File: src/rtl/pcileech_ft601_responder_pkg.sv
// Shared FT601 bus types: word/byte-enable widths, bus FSM states and a saturating counter helper.
// Imported by the responder top and its FIFO.
package pcileech_ft601_responder_pkg;

    localparam int FT_DATA_W = 32;
    localparam int FT_BE_W   = 4;
    localparam int FT_TX_W   = FT_DATA_W + FT_BE_W;

    typedef enum logic [1:0] {
        ST_IDLE     = 2'd0,
        ST_RX_TURN  = 2'd1,
        ST_RX_READ  = 2'd2,
        ST_TX_WRITE = 2'd3
    } bus_state_t;

    function automatic logic [15:0] sat_inc16(input logic [15:0] v, input logic en);
        return (en && (v != 16'hFFFF)) ? (v + 16'd1) : v;
    endfunction

endpackage

File: src/rtl/pcileech_ft601_responder_fifo.sv
// Generic first-word-fall-through FIFO with extended pointers, occupancy and next-cycle occupancy.
// Latency: head visible the cycle after push; push while full only succeeds with a concurrent pop.
module pcileech_ft601_responder_fifo #(
    parameter int WIDTH      = 32,
    parameter int DEPTH_LOG2 = 4
) (
    input  logic                  clk,
    input  logic                  rst_n,
    input  logic                  i_push,
    input  logic [WIDTH-1:0]      i_push_dat,
    input  logic                  i_pop,
    output logic [WIDTH-1:0]      o_head,
    output logic                  o_full,
    output logic                  o_empty,
    output logic [DEPTH_LOG2:0]   o_count,
    output logic [DEPTH_LOG2:0]   o_count_nxt
);

    localparam int PW = DEPTH_LOG2 + 1;

    logic [WIDTH-1:0] r_mem [2**DEPTH_LOG2];
    logic [PW-1:0]    r_wr_ptr;
    logic [PW-1:0]    r_rd_ptr;
    logic             w_do_push;
    logic             w_do_pop;

    // Same low bits with differing MSB means the writer has lapped the reader.
    assign o_empty = (r_wr_ptr == r_rd_ptr);
    assign o_full  = (r_wr_ptr[PW-1] != r_rd_ptr[PW-1]) &&
                     (r_wr_ptr[PW-2:0] == r_rd_ptr[PW-2:0]);
    assign o_count = r_wr_ptr - r_rd_ptr;

    assign w_do_pop  = i_pop & ~o_empty;
    assign w_do_push = i_push & (~o_full | w_do_pop);

    assign o_count_nxt = o_count + {{(PW-1){1'b0}}, w_do_push} - {{(PW-1){1'b0}}, w_do_pop};
    assign o_head      = r_mem[r_rd_ptr[PW-2:0]];

    always_ff @(posedge clk or negedge rst_n) begin
        if (!rst_n) begin
            r_wr_ptr <= '0;
            r_rd_ptr <= '0;
        end else begin
            if (w_do_push) r_wr_ptr <= r_wr_ptr + 1'b1;
            if (w_do_pop)  r_rd_ptr <= r_rd_ptr + 1'b1;
        end
    end

    always_ff @(posedge clk) begin
        if (w_do_push) r_mem[r_wr_ptr[PW-2:0]] <= i_push_dat;
    end

endmodule

File: src/rtl/pcileech_ft601_responder.sv
// FT601-style bus responder: host words buffered to the bus master (rx) and master writes buffered to d2h (tx).
// Latency: one-cycle RX turnaround before reads; backpressure via registered rxf_n/txe_n, h2d_ready and d2h_ready.
module pcileech_ft601_responder
    import pcileech_ft601_responder_pkg::*;
#(
    parameter int DEPTH_LOG2 = 4,
    parameter int TXE_MARGIN = 2
) (
    input  logic                  clk,
    input  logic                  rst_n,
    input  logic [FT_DATA_W-1:0]  ft601_data_in,
    input  logic [FT_BE_W-1:0]    ft601_be_in,
    output logic [FT_DATA_W-1:0]  ft601_data_out,
    output logic                  ft601_data_oe,
    output logic                  ft601_rxf_n,
    output logic                  ft601_txe_n,
    input  logic                  ft601_wr_n,
    input  logic                  ft601_rd_n,
    input  logic                  ft601_oe_n,
    input  logic                  ft601_siwu_n,
    input  logic [FT_DATA_W-1:0]  h2d_data,
    input  logic                  h2d_valid,
    output logic                  h2d_ready,
    output logic [FT_DATA_W-1:0]  d2h_data,
    output logic [FT_BE_W-1:0]    d2h_be,
    output logic                  d2h_valid,
    input  logic                  d2h_ready,
    output logic [15:0]           wr_overrun_cnt,
    output logic [15:0]           rd_underrun_cnt,
    output logic                  protocol_err
);

    localparam int PW = DEPTH_LOG2 + 1;
    localparam logic [PW-1:0] DEPTH_W  = PW'(2**DEPTH_LOG2);
    localparam logic [PW-1:0] MARGIN_W = PW'(TXE_MARGIN);

    bus_state_t r_state;
    bus_state_t w_state_nxt;

    logic                 w_in_turn;
    logic                 w_in_read;
    logic                 w_in_write;
    logic                 w_data_oe;
    logic                 w_conflict;

    logic                 w_rx_push;
    logic                 w_rx_pop;
    logic [FT_DATA_W-1:0] w_rx_head;
    logic                 w_rx_full;
    logic                 w_rx_empty;
    logic [PW-1:0]        w_rx_count;
    logic [PW-1:0]        w_rx_count_nxt;

    logic                 w_tx_push;
    logic                 w_tx_pop;
    logic [FT_TX_W-1:0]   w_tx_head;
    logic                 w_tx_full;
    logic                 w_tx_empty;
    logic [PW-1:0]        w_tx_count;
    logic [PW-1:0]        w_tx_count_nxt;
    logic [PW-1:0]        w_tx_free_nxt;

    logic                 w_rd_strobe;
    logic                 w_wr_strobe;
    logic                 w_underrun;
    logic                 w_overrun;
    logic                 w_unused;

    logic                 r_rxf_n;
    logic                 r_txe_n;
    logic                 r_protocol_err;
    logic [15:0]          r_wr_overrun_cnt;
    logic [15:0]          r_rd_underrun_cnt;

    // Master driving oe_n and wr_n together is bus contention: abort whatever was in flight.
    assign w_conflict = ~ft601_oe_n & ~ft601_wr_n;

    always_ff @(posedge clk or negedge rst_n) begin
        if (!rst_n) r_state <= ST_IDLE;
        else        r_state <= w_state_nxt;
    end

    always_comb begin
        w_state_nxt = r_state;
        if (w_conflict) begin
            w_state_nxt = ST_IDLE;
        end else begin
            case (r_state)
                ST_IDLE: begin
                    if (!ft601_oe_n && ft601_wr_n)      w_state_nxt = ST_RX_TURN;
                    else if (!ft601_wr_n && ft601_oe_n) w_state_nxt = ST_TX_WRITE;
                end
                ST_RX_TURN:  w_state_nxt = ft601_oe_n ? ST_IDLE : ST_RX_READ;
                ST_RX_READ:  if (ft601_oe_n) w_state_nxt = ST_IDLE;
                ST_TX_WRITE: if (ft601_wr_n) w_state_nxt = ST_IDLE;
                default:     w_state_nxt = ST_IDLE;
            endcase
        end
    end

    always_comb begin
        w_in_turn  = (r_state == ST_RX_TURN);
        w_in_read  = (r_state == ST_RX_READ);
        w_in_write = (r_state == ST_TX_WRITE);
        w_data_oe  = (w_in_turn | w_in_read) & ~ft601_oe_n;
    end

    assign w_rd_strobe = w_in_read & ~ft601_rd_n & ~ft601_oe_n & ~w_conflict;
    assign w_rx_pop    = w_rd_strobe & ~w_rx_empty;
    assign w_underrun  = w_rd_strobe & w_rx_empty;

    assign h2d_ready = rst_n & ~w_rx_full;
    assign w_rx_push = h2d_valid & h2d_ready;

    assign w_tx_pop    = ~w_tx_empty & d2h_ready;
    assign w_wr_strobe = w_in_write & ~ft601_wr_n & ~w_conflict;
    // A full tx FIFO still takes the word when d2h drains one in the same cycle.
    assign w_tx_push   = w_wr_strobe & (~w_tx_full | w_tx_pop);
    assign w_overrun   = w_wr_strobe & ~w_tx_push;

    pcileech_ft601_responder_fifo #(
        .WIDTH      (FT_DATA_W),
        .DEPTH_LOG2 (DEPTH_LOG2)
    ) u_rx_fifo (
        .clk         (clk),
        .rst_n       (rst_n),
        .i_push      (w_rx_push),
        .i_push_dat  (h2d_data),
        .i_pop       (w_rx_pop),
        .o_head      (w_rx_head),
        .o_full      (w_rx_full),
        .o_empty     (w_rx_empty),
        .o_count     (w_rx_count),
        .o_count_nxt (w_rx_count_nxt)
    );

    pcileech_ft601_responder_fifo #(
        .WIDTH      (FT_TX_W),
        .DEPTH_LOG2 (DEPTH_LOG2)
    ) u_tx_fifo (
        .clk         (clk),
        .rst_n       (rst_n),
        .i_push      (w_tx_push),
        .i_push_dat  ({ft601_be_in, ft601_data_in}),
        .i_pop       (w_tx_pop),
        .o_head      (w_tx_head),
        .o_full      (w_tx_full),
        .o_empty     (w_tx_empty),
        .o_count     (w_tx_count),
        .o_count_nxt (w_tx_count_nxt)
    );

    assign w_tx_free_nxt = DEPTH_W - w_tx_count_nxt;

    // Flags look ahead to post-edge occupancy so the master sees them the cycle they become true.
    always_ff @(posedge clk or negedge rst_n) begin
        if (!rst_n) begin
            r_rxf_n           <= 1'b1;
            r_txe_n           <= 1'b0;
            r_protocol_err    <= 1'b0;
            r_wr_overrun_cnt  <= '0;
            r_rd_underrun_cnt <= '0;
        end else begin
            r_rxf_n           <= (w_rx_count_nxt == '0);
            r_txe_n           <= (w_tx_free_nxt <= MARGIN_W);
            r_protocol_err    <= r_protocol_err | w_conflict;
            r_wr_overrun_cnt  <= sat_inc16(r_wr_overrun_cnt, w_overrun);
            r_rd_underrun_cnt <= sat_inc16(r_rd_underrun_cnt, w_underrun);
        end
    end

    assign ft601_data_oe   = w_data_oe;
    assign ft601_data_out  = (w_data_oe & ~w_rx_empty) ? w_rx_head : '0;
    assign ft601_rxf_n     = r_rxf_n;
    assign ft601_txe_n     = r_txe_n;
    assign d2h_valid       = ~w_tx_empty;
    assign d2h_data        = w_tx_head[FT_DATA_W-1:0];
    assign d2h_be          = w_tx_head[FT_TX_W-1:FT_DATA_W];
    assign wr_overrun_cnt  = r_wr_overrun_cnt;
    assign rd_underrun_cnt = r_rd_underrun_cnt;
    assign protocol_err    = r_protocol_err;

    assign w_unused = ^{ft601_siwu_n, w_rx_count, w_tx_count};

endmodule

File: config.mk
export PLATFORM = sky130hd
export DESIGN_NAME = pcileech_ft601_responder
export DESIGN_NICKNAME = d
export VERILOG_FILES = /design/src/rtl/pcileech_ft601_responder_pkg.sv /design/src/rtl/pcileech_ft601_responder_fifo.sv /design/src/rtl/pcileech_ft601_responder.sv
export SDC_FILE = /design/constraint.sdc
export NUM_CORES = 1
export LEC_CHECK = 0
export ABC_CLOCK_PERIOD_IN_PS = 12900
export BUFFER_PORTS_ARGS = -buffer_cell sky130_fd_sc_hd__buf_2
export CAP_MARGIN = 40
export CORE_AREA = 2 2 289 291
export CTS_BUF_LIST = sky130_fd_sc_hd__clkbuf_2
export DETAILED_ROUTE_END_ITERATION = 16
export DIE_AREA = 0 0 291 293
export GPL_ROUTABILITY_DRIVEN = 0
export PLACE_DENSITY = 0.75
export SLEW_MARGIN = 20
export SYNTH_ARGS = -nofsm -noshare
export SYNTH_HDL_FRONTEND = slang
export SYNTH_HIERARCHICAL = 1
export SYNTH_SLANG_ARGS = --single-unit
File: constraint.sdc
create_clock -name clk -period 12.9 [get_ports clk]
set_input_delay 0 -clock clk [delete_from_list [all_inputs] [get_ports clk]]
set_output_delay 0 -clock clk [all_outputs]
set_load 0.01 [all_outputs]
==> results of run 1 <==
-- final timing paths --
| kind | startpoint | to | slack, ns | cells after the start |
|---|---|---|---|---|
| worst max-delay path | u_rx_fifo/r_rd_ptr[1] | ft601_rxf_n | 7.98 | 18 |
| worst min-delay path | h2d_data[27] | u_rx_fifo/r_mem[4][27] | 0.16 | 3 |
| worst max register to register | u_rx_fifo/r_rd_ptr[1] | ft601_rxf_n | 7.98 | 18 |
| worst min register to register | rd_underrun_cnt[5] | rd_underrun_cnt[5] | 0.50 | 1 |
| max in group asynchronous | rst_n | u_tx_fifo/r_wr_ptr[0] | 12.11 | 6 |
| min in group asynchronous | rst_n | ft601_rxf_n | 0.44 | 5 |
-- kinds of logic (layout without fill, tap and decap cells) --
logic type      after synthesis  in the layout  synth area share (%)
simple gates                271            271                  3.48
other cells                   0              8                     0
flops                      1145           1145                  76.0
buf+inv                     139            925                  1.45
fa+ha+maj                    41             41                  1.21
mux                         280            280                  13.8
compound gates              176            176                  2.85
xor+xnor                     57             57                  1.20
-- cell usage after synthesis (all sizes together) (20+ instances only) --
library cell / number / area (µm²)
a22oi: 136 / 1020
clkbuf: 46 / 173
dfrtp: 56 / 1400
nand2: 92 / 345
inv: 42 / 158
xor2: 35 / 307
nor2: 30 / 118
mux4: 272 / 6130
ha: 37 / 463
xnor2: 20 / 183
edfxtp: 1088 / 32700
buf: 51 / 323
and2: 39 / 244
-- where the power goes --
group          switching [W]  total (W)  internal, W  leakage (nW)
Sequential          0.000189    0.00439      0.00420          10.5
Combinational        0.00161    0.00311      0.00150          5.53
Clock                0.00138    0.00232     0.000936          1.95
Total                0.00318    0.00981      0.00663          18.0
-- metrics by stage --
| step | instance area [µm²] | setup WS (ns) |
|---|---|---|
| after floorplan | 44900 | 6.73 |
| after global placement | 47100 | 7.50 |
| after detailed placement | 47500 | 7.94 |
| after CTS | 51500 | 7.89 |
| after global routing | 51500 | 7.60 |
| final | 51500 | 7.98 |
-- metal layers --
metal / track usage [%] / up-vias
li1: - / 10100
met1: 29.6 / 12200
met2: 40.5 / 1177
met3: 5.53 / 145
met4: 8.05 / 4
met5: 0 / -
-- area by class of cell --
| type | count | share of cell area (%) |
|---|---|---|
| Sequential cell | 1145 | 66.2 |
| Multi-Input combinational cell | 825 | 20.0 |
| Timing Repair Buffer | 390 | 6.01 |
| Clock buffer | 427 | 4.15 |
| Tap cell | 1070 | 2.60 |
| Clock inverter | 66 | 0.646 |
| Inverter | 42 | 0.306 |
| Antenna cell | 8 | 0.0389 |
-- repair_timing --
action,in CTS,in global routing
endpoints found under the setup margin,0,0
endpoints found under the hold margin,1797,0
hold buffers,152,0
gates resized for setup,0,0
-- state kept, by name, indices dropped and copies added, names as in the netlist --
| signal | count |
|---|---|
| wr_overrun_cnt | 16 |
| u_rx_fifo/r_wr_ptr | 5 |
| u_tx_fifo/r_rd_ptr | 5 |
| r_state | 2 |
| protocol_err | 1 |
| rd_underrun_cnt | 16 |
| u_tx_fifo/r_wr_ptr | 5 |
| ft601_txe_n | 1 |
| u_rx_fifo/r_rd_ptr | 5 |
| ft601_rxf_n | 1 |
| u_tx_fifo/r_mem | 576 |
| u_rx_fifo/r_mem | 512 |
-- worst register-to-register path, cell delays in order (launching register included) --
cell and delay, ns:
dfrtp_4 0.84, inv_1 0.20, ha_1 0.36, nand4_1 0.21, nor2_1 0.47, nor2b_1 0.17, nor3_2 0.50, nand2b_1 0.26
ha_1 0.25, inv_1 0.06, ha_1 0.15, inv_1 0.06, fa_1 0.45, inv_1 0.07, a21o_1 0.10, a21oi_1 0.06
xor3_1 0.17, or4_1 0.40, nor2_1 0.09
==> results.sh, run 1 <==
export IMPL_status="finished, final reports clean"
export IMPL_vias=23600
export IMPL_utilization_pct=62.9
export IMPL_synth_enable_flop_cells=1088
export IMPL_drtAntennaViolNets=0
export IMPL_dieHeight_um=293
export IMPL_grt_pass1_wl_um=148000
export IMPL_nets=2817
export IMPL_final_hold_violation_count=0
export IMPL_wl_met3_um=8470
export IMPL_cp_required_ns=14.19
export IMPL_critPathTopFamily="simple AND/OR/NAND/NOR gates"
export IMPL_cts_sinks=1145
export IMPL_io_buffers=180
export IMPL_clkTransAtPathRegs_ns=0.11
export IMPL_min_path_type="in2reg"
export IMPL_numCtsBuffers=296
export IMPL_routed_wl_met2_um=52100
export IMPL_wl_met1_um=37000
export IMPL_ys_flop_type="edfxtp_1"
export IMPL_whs_ns=0.162
export IMPL_grt_pass1_vias=25200
export IMPL_setup_viol=0
export IMPL_drv_slew=0
export IMPL_slowest_delay_ns=0.84
export IMPL_p_leak_nw=18.0
export IMPL_dieArea_um2=85300
export IMPL_area_growth_pct=14.7
export IMPL_num_rows=105
export IMPL_finClkSkew_ns=0.155
export IMPL_drt_iter0_drc=2351
export IMPL_ys_async_sr_fraction_pct=4.98
export IMPL_grt_setup_unrepaired="no"
export IMPL_crit_top_cell="inv_1"
export IMPL_clockBufferDepth=4
export IMPL_yosysSeqAreaShare_pct=76.0
export IMPL_cts_tree="built"
export IMPL_via_per_inst=5.95
export IMPL_clock_root_buffer="clkbuf_2"
export IMPL_yosysUniqueCellTypes=62
export IMPL_cp_num_buf_inv=4
export IMPL_initial_core_util_pct=54.8
export IMPL_placed_cells=3319
export IMPL_final_cell_mix="edfxtp_1 (1,088), clkbuf_2 (427), mux4_2 (272)"
export IMPL_multi_input_area_um2=10300
export IMPL_synth_cell_area_um2=44900
export IMPL_ys_ff_latch=1145
export IMPL_grt_max_degree=57
export IMPL_cp_slowest_cell="dfrtp_4"
export IMPL_finalNonFillerCells=3973
export IMPL_cp_start_kind="flip-flop"
export IMPL_worstPathMaxFanout=38
export IMPL_hpwlAfterDp_um=50500
export IMPL_final_common_cell="edfxtp_1"
export IMPL_syn_nets=2226
export IMPL_worstPathCellList="inv_1, ha_1, nand4_1, nor2_1, nor2b_1, nor3_2, nand2b_1, ha_1, inv_1, ha_1, inv_1, fa_1, inv_1, a21o_1, a21oi_1, xor3_1, or4_1, nor2_1"
export IMPL_drive_above_1_share_pct=35.5
export IMPL_clock_fmax_mhz=203
export IMPL_tightest_slew_ns=0.882
export IMPL_io_pins=182
export IMPL_top_layer="met5"
export IMPL_die_x_um=291
export IMPL_fin_tns_setup_ns=0
export IMPL_gr_total_overflow=0
export IMPL_drc=0
export IMPL_grt_usage_pct=23.5
export IMPL_maxCapViolCount=0
export IMPL_synthCells=2109
export IMPL_wl_per_cell_um=25.0
export IMPL_cts_setup_buffers=0
export IMPL_crit_type="reg2reg"
export IMPL_nFillCells=5571
export IMPL_htree_levels=5
export IMPL_irDropWorstVdd_mv=0.134
export IMPL_clock_latency_ns=1.46
export IMPL_finalCriticalPeriod_ns=4.92
export IMPL_core_area_um2=81800
export IMPL_pwr_density_cell_nw_per_um2=190
export IMPL_arrival_ns=6.21
export IMPL_syn_avg_cell_area_um2=21.3
export IMPL_dr_pass1_iters=5
export IMPL_final_period_utilization_pct=38.1
export IMPL_endpoint_kind="flip-flop"
export IMPL_regArea_um2=34100
export IMPL_fin_total_pwr_w=0.00981
export IMPL_antenna_found_initial=5
export IMPL_ys_warn_count=6
export IMPL_wirelength_um=99300
export IMPL_maxSlewHeadroom_pct=41.2
Note: power is estimated with default switching activity, not from simulation.
==> run 2, diff against run 1 <==
- ABC_CLOCK_PERIOD_IN_PS: 12900 -> 4600
- clock period: 12.9 -> 4.6 ns (I/O delays scaled with it)
==> results.sh, run 2 (synthesized netlist as in run 1, its figures left out) <==
export IMPL_hpwlAfterDp_um=54200
export IMPL_met1_usage_pct=31.1
export IMPL_final_cell_mix="edfxtp_1 (1,088), clkbuf_2 (416), mux4_2 (272)"
export IMPL_wirelength_um=101000
export IMPL_cts_setup_buffers=0
export IMPL_crit_type="reg2reg"
export IMPL_placed_cell_area_um2=47600
export IMPL_cp_required_ns=5.85
export IMPL_setup_viol=0
export IMPL_drt_iter0_drc=2494
export IMPL_grt_busiest_layer="met2"
export IMPL_clkTransAtPathRegs_ns=0.11
export IMPL_maxSlewHeadroom_pct=38.0
export IMPL_drtAntennaViolNets=0
export IMPL_final_common_cell="edfxtp_1"
export IMPL_pwr_density_cell_nw_per_um2=537
export IMPL_final_period_utilization_pct=95.8
export IMPL_wl_per_cell_um=25.4
export IMPL_reg2reg_depth=19
export IMPL_drv_slew=0
export IMPL_core_area_um2=81800
export IMPL_grt_pass1_vias=25200
export IMPL_nFillCells=5519
export IMPL_finalCriticalPeriod_ns=4.41
export IMPL_cts_tree="built"
export IMPL_min_path_type="in2reg"
export IMPL_cp_startpoint="u_rx_fifo/r_rd_ptr[3]"
export IMPL_arrival_ns=5.66
export IMPL_initial_core_util_pct=54.8
export IMPL_rr_endpoint="ft601_rxf_n"
export IMPL_grt_use_met2_pct=40.8
export IMPL_dieArea_um2=85300
export IMPL_grt_max_degree=147
export IMPL_fin_ws_ns=0.194
export IMPL_p_leak_nw=18.1
export IMPL_endpoint_kind="flip-flop"
export IMPL_area_growth_pct=15.0
export IMPL_dieHeight_um=293
export IMPL_status="finished, final reports clean"
export IMPL_via_per_inst=5.99
export IMPL_dp_slack_ns=0.0451
export IMPL_multi_input_area_um2=10300
export IMPL_antenna_found_initial=4
export IMPL_io_buffers=180
export IMPL_drive_above_1_share_pct=35.8
export IMPL_clock_fmax_mhz=227
export IMPL_cp_start_kind="flip-flop"
export IMPL_reg2reg_from="u_rx_fifo/r_rd_ptr[3]"
export IMPL_worstPathMaxFanout=6
export IMPL_dr_pass1_iters=5
export IMPL_r2r_slack_ns=0.19
export IMPL_clockBufferDepth=4
export IMPL_irDropWorstVdd_mv=0.539
export IMPL_nets=2835
export IMPL_maxCapViolCount=0
export IMPL_tightest_slew_ns=0.930
export IMPL_cts_sinks=1145
export IMPL_worstSetupEndpoint="ft601_rxf_n"
export IMPL_grt_setup_unrepaired="yes"
export IMPL_clock_latency_ns=1.46
export IMPL_drc=0
export IMPL_die_x_um=291
export IMPL_grt_usage_pct=24.1
export IMPL_num_rows=105
export IMPL_numCtsBuffers=293
export IMPL_final_hold_violation_count=0
export IMPL_clock_root_buffer="clkbuf_2"
export IMPL_vias=23800
export IMPL_htree_levels=5
export IMPL_design_area_um2=51600
export IMPL_gr_total_overflow=0
export IMPL_finClkSkew_ns=0.154
export IMPL_regArea_um2=34100
export IMPL_grt_use_met3_pct=5.84
export IMPL_io_pins=182
export IMPL_grt_pass1_wl_um=153000
export IMPL_largest_register_ffs=576
==> run 2: cell count changes in the layout (fill, tap and decap cells not counted), moves of 4 or more <==
cell           previous run  this run
buf_4                    43        57
clkbuf_2                427       416
clkinv_1                 49        43
dlygate4sd3_1           151       156
buf_12                    5         9
==> run 2: worst max-delay path, cell delays in order, from the launching register on <==
cell and delay, ns:
dfrtp_1 0.53, inv_1 0.19, ha_1 0.38, nand4_1 0.25, nor2_1 0.26, nor2b_1 0.14
nor3_2 0.20, buf_4 0.18, nand2b_1 0.20, ha_1 0.25, inv_1 0.06, ha_1 0.18
inv_1 0.07, fa_1 0.45, inv_1 0.07, a21o_1 0.11, a21oi_1 0.07, xor3_1 0.20
or4_1 0.42, nor2_1 0.11
==> run 2: area by class of cell <==
type | count | area share [%]
Antenna cell | 6 | 0.0291
Clock buffer | 416 | 4.03
Clock inverter | 59 | 0.599
Sequential cell | 1145 | 66.1
Timing Repair Buffer | 411 | 6.37
Inverter | 42 | 0.305
Tap cell | 1070 | 2.59
Multi-Input combinational cell | 825 | 20.0
==> run 2: per-stage QoR <==
step	power, W	std cells	hold WS (ns)	TNS (ns)	util (%)
2_1_floorplan	0.0186	2109	-0.296	-81.36	-
3_3_place_gp	0.0209	3327	0.219	0	57.9
3_5_place_dp	0.0214	3335	0.229	0	58.2
4_1_cts	0.0279	3967	0.00153	0	63.0
5_1_grt	0.0292	3973	0.0381	-0.0724	63.1
6_report	0.0277	3974	0.155	0	63.1
==> run 2: metal layers <==
metal | share of wire [%] | wire length [µm]
met1 | 38 | 38100
met2 | 52 | 52200
met3 | 8.2 | 8250
met4 | 2.2 | 2230
met5 | 0.021 | 21
==> run 2: worst min-delay path by stage <==
| stage | startpoint | depth (start not counted) | slack, ns | endpoint |
|---|---|---|---|---|
| after floorplan | rst_n | 0 | -0.30 | ft601_txe_n |
| final | h2d_data[11] | 3 | 0.16 | u_rx_fifo/r_mem[5][11] |
| after global routing | ft601_data_in[6] | 3 | 0.04 | u_tx_fifo/r_mem[4][6] |
| after CTS | ft601_data_in[10] | 3 | 0.002 | u_tx_fifo/r_mem[4][10] |
| after detailed placement | rst_n | 2 | 0.23 | u_rx_fifo/r_wr_ptr[1] |
| after global placement | rst_n | 2 | 0.22 | u_rx_fifo/r_rd_ptr[0] |
==> run 2: timing repair <==
item	in CTS	in global routing
hold buffers	157	0
pin swaps	0	0
endpoints found under the hold margin	1944	0
gates resized for setup	2	5
setup endpoints to repair	20	11
==> run 2: power breakdown <==
part | switching [W] | internal, W | total (W)
Sequential | 0.000208 | 0.0118 | 0.0120
Clock | 0.00384 | 0.00256 | 0.00640
Combinational | 0.00502 | 0.00433 | 0.00935
Total | 0.00907 | 0.0187 | 0.0277
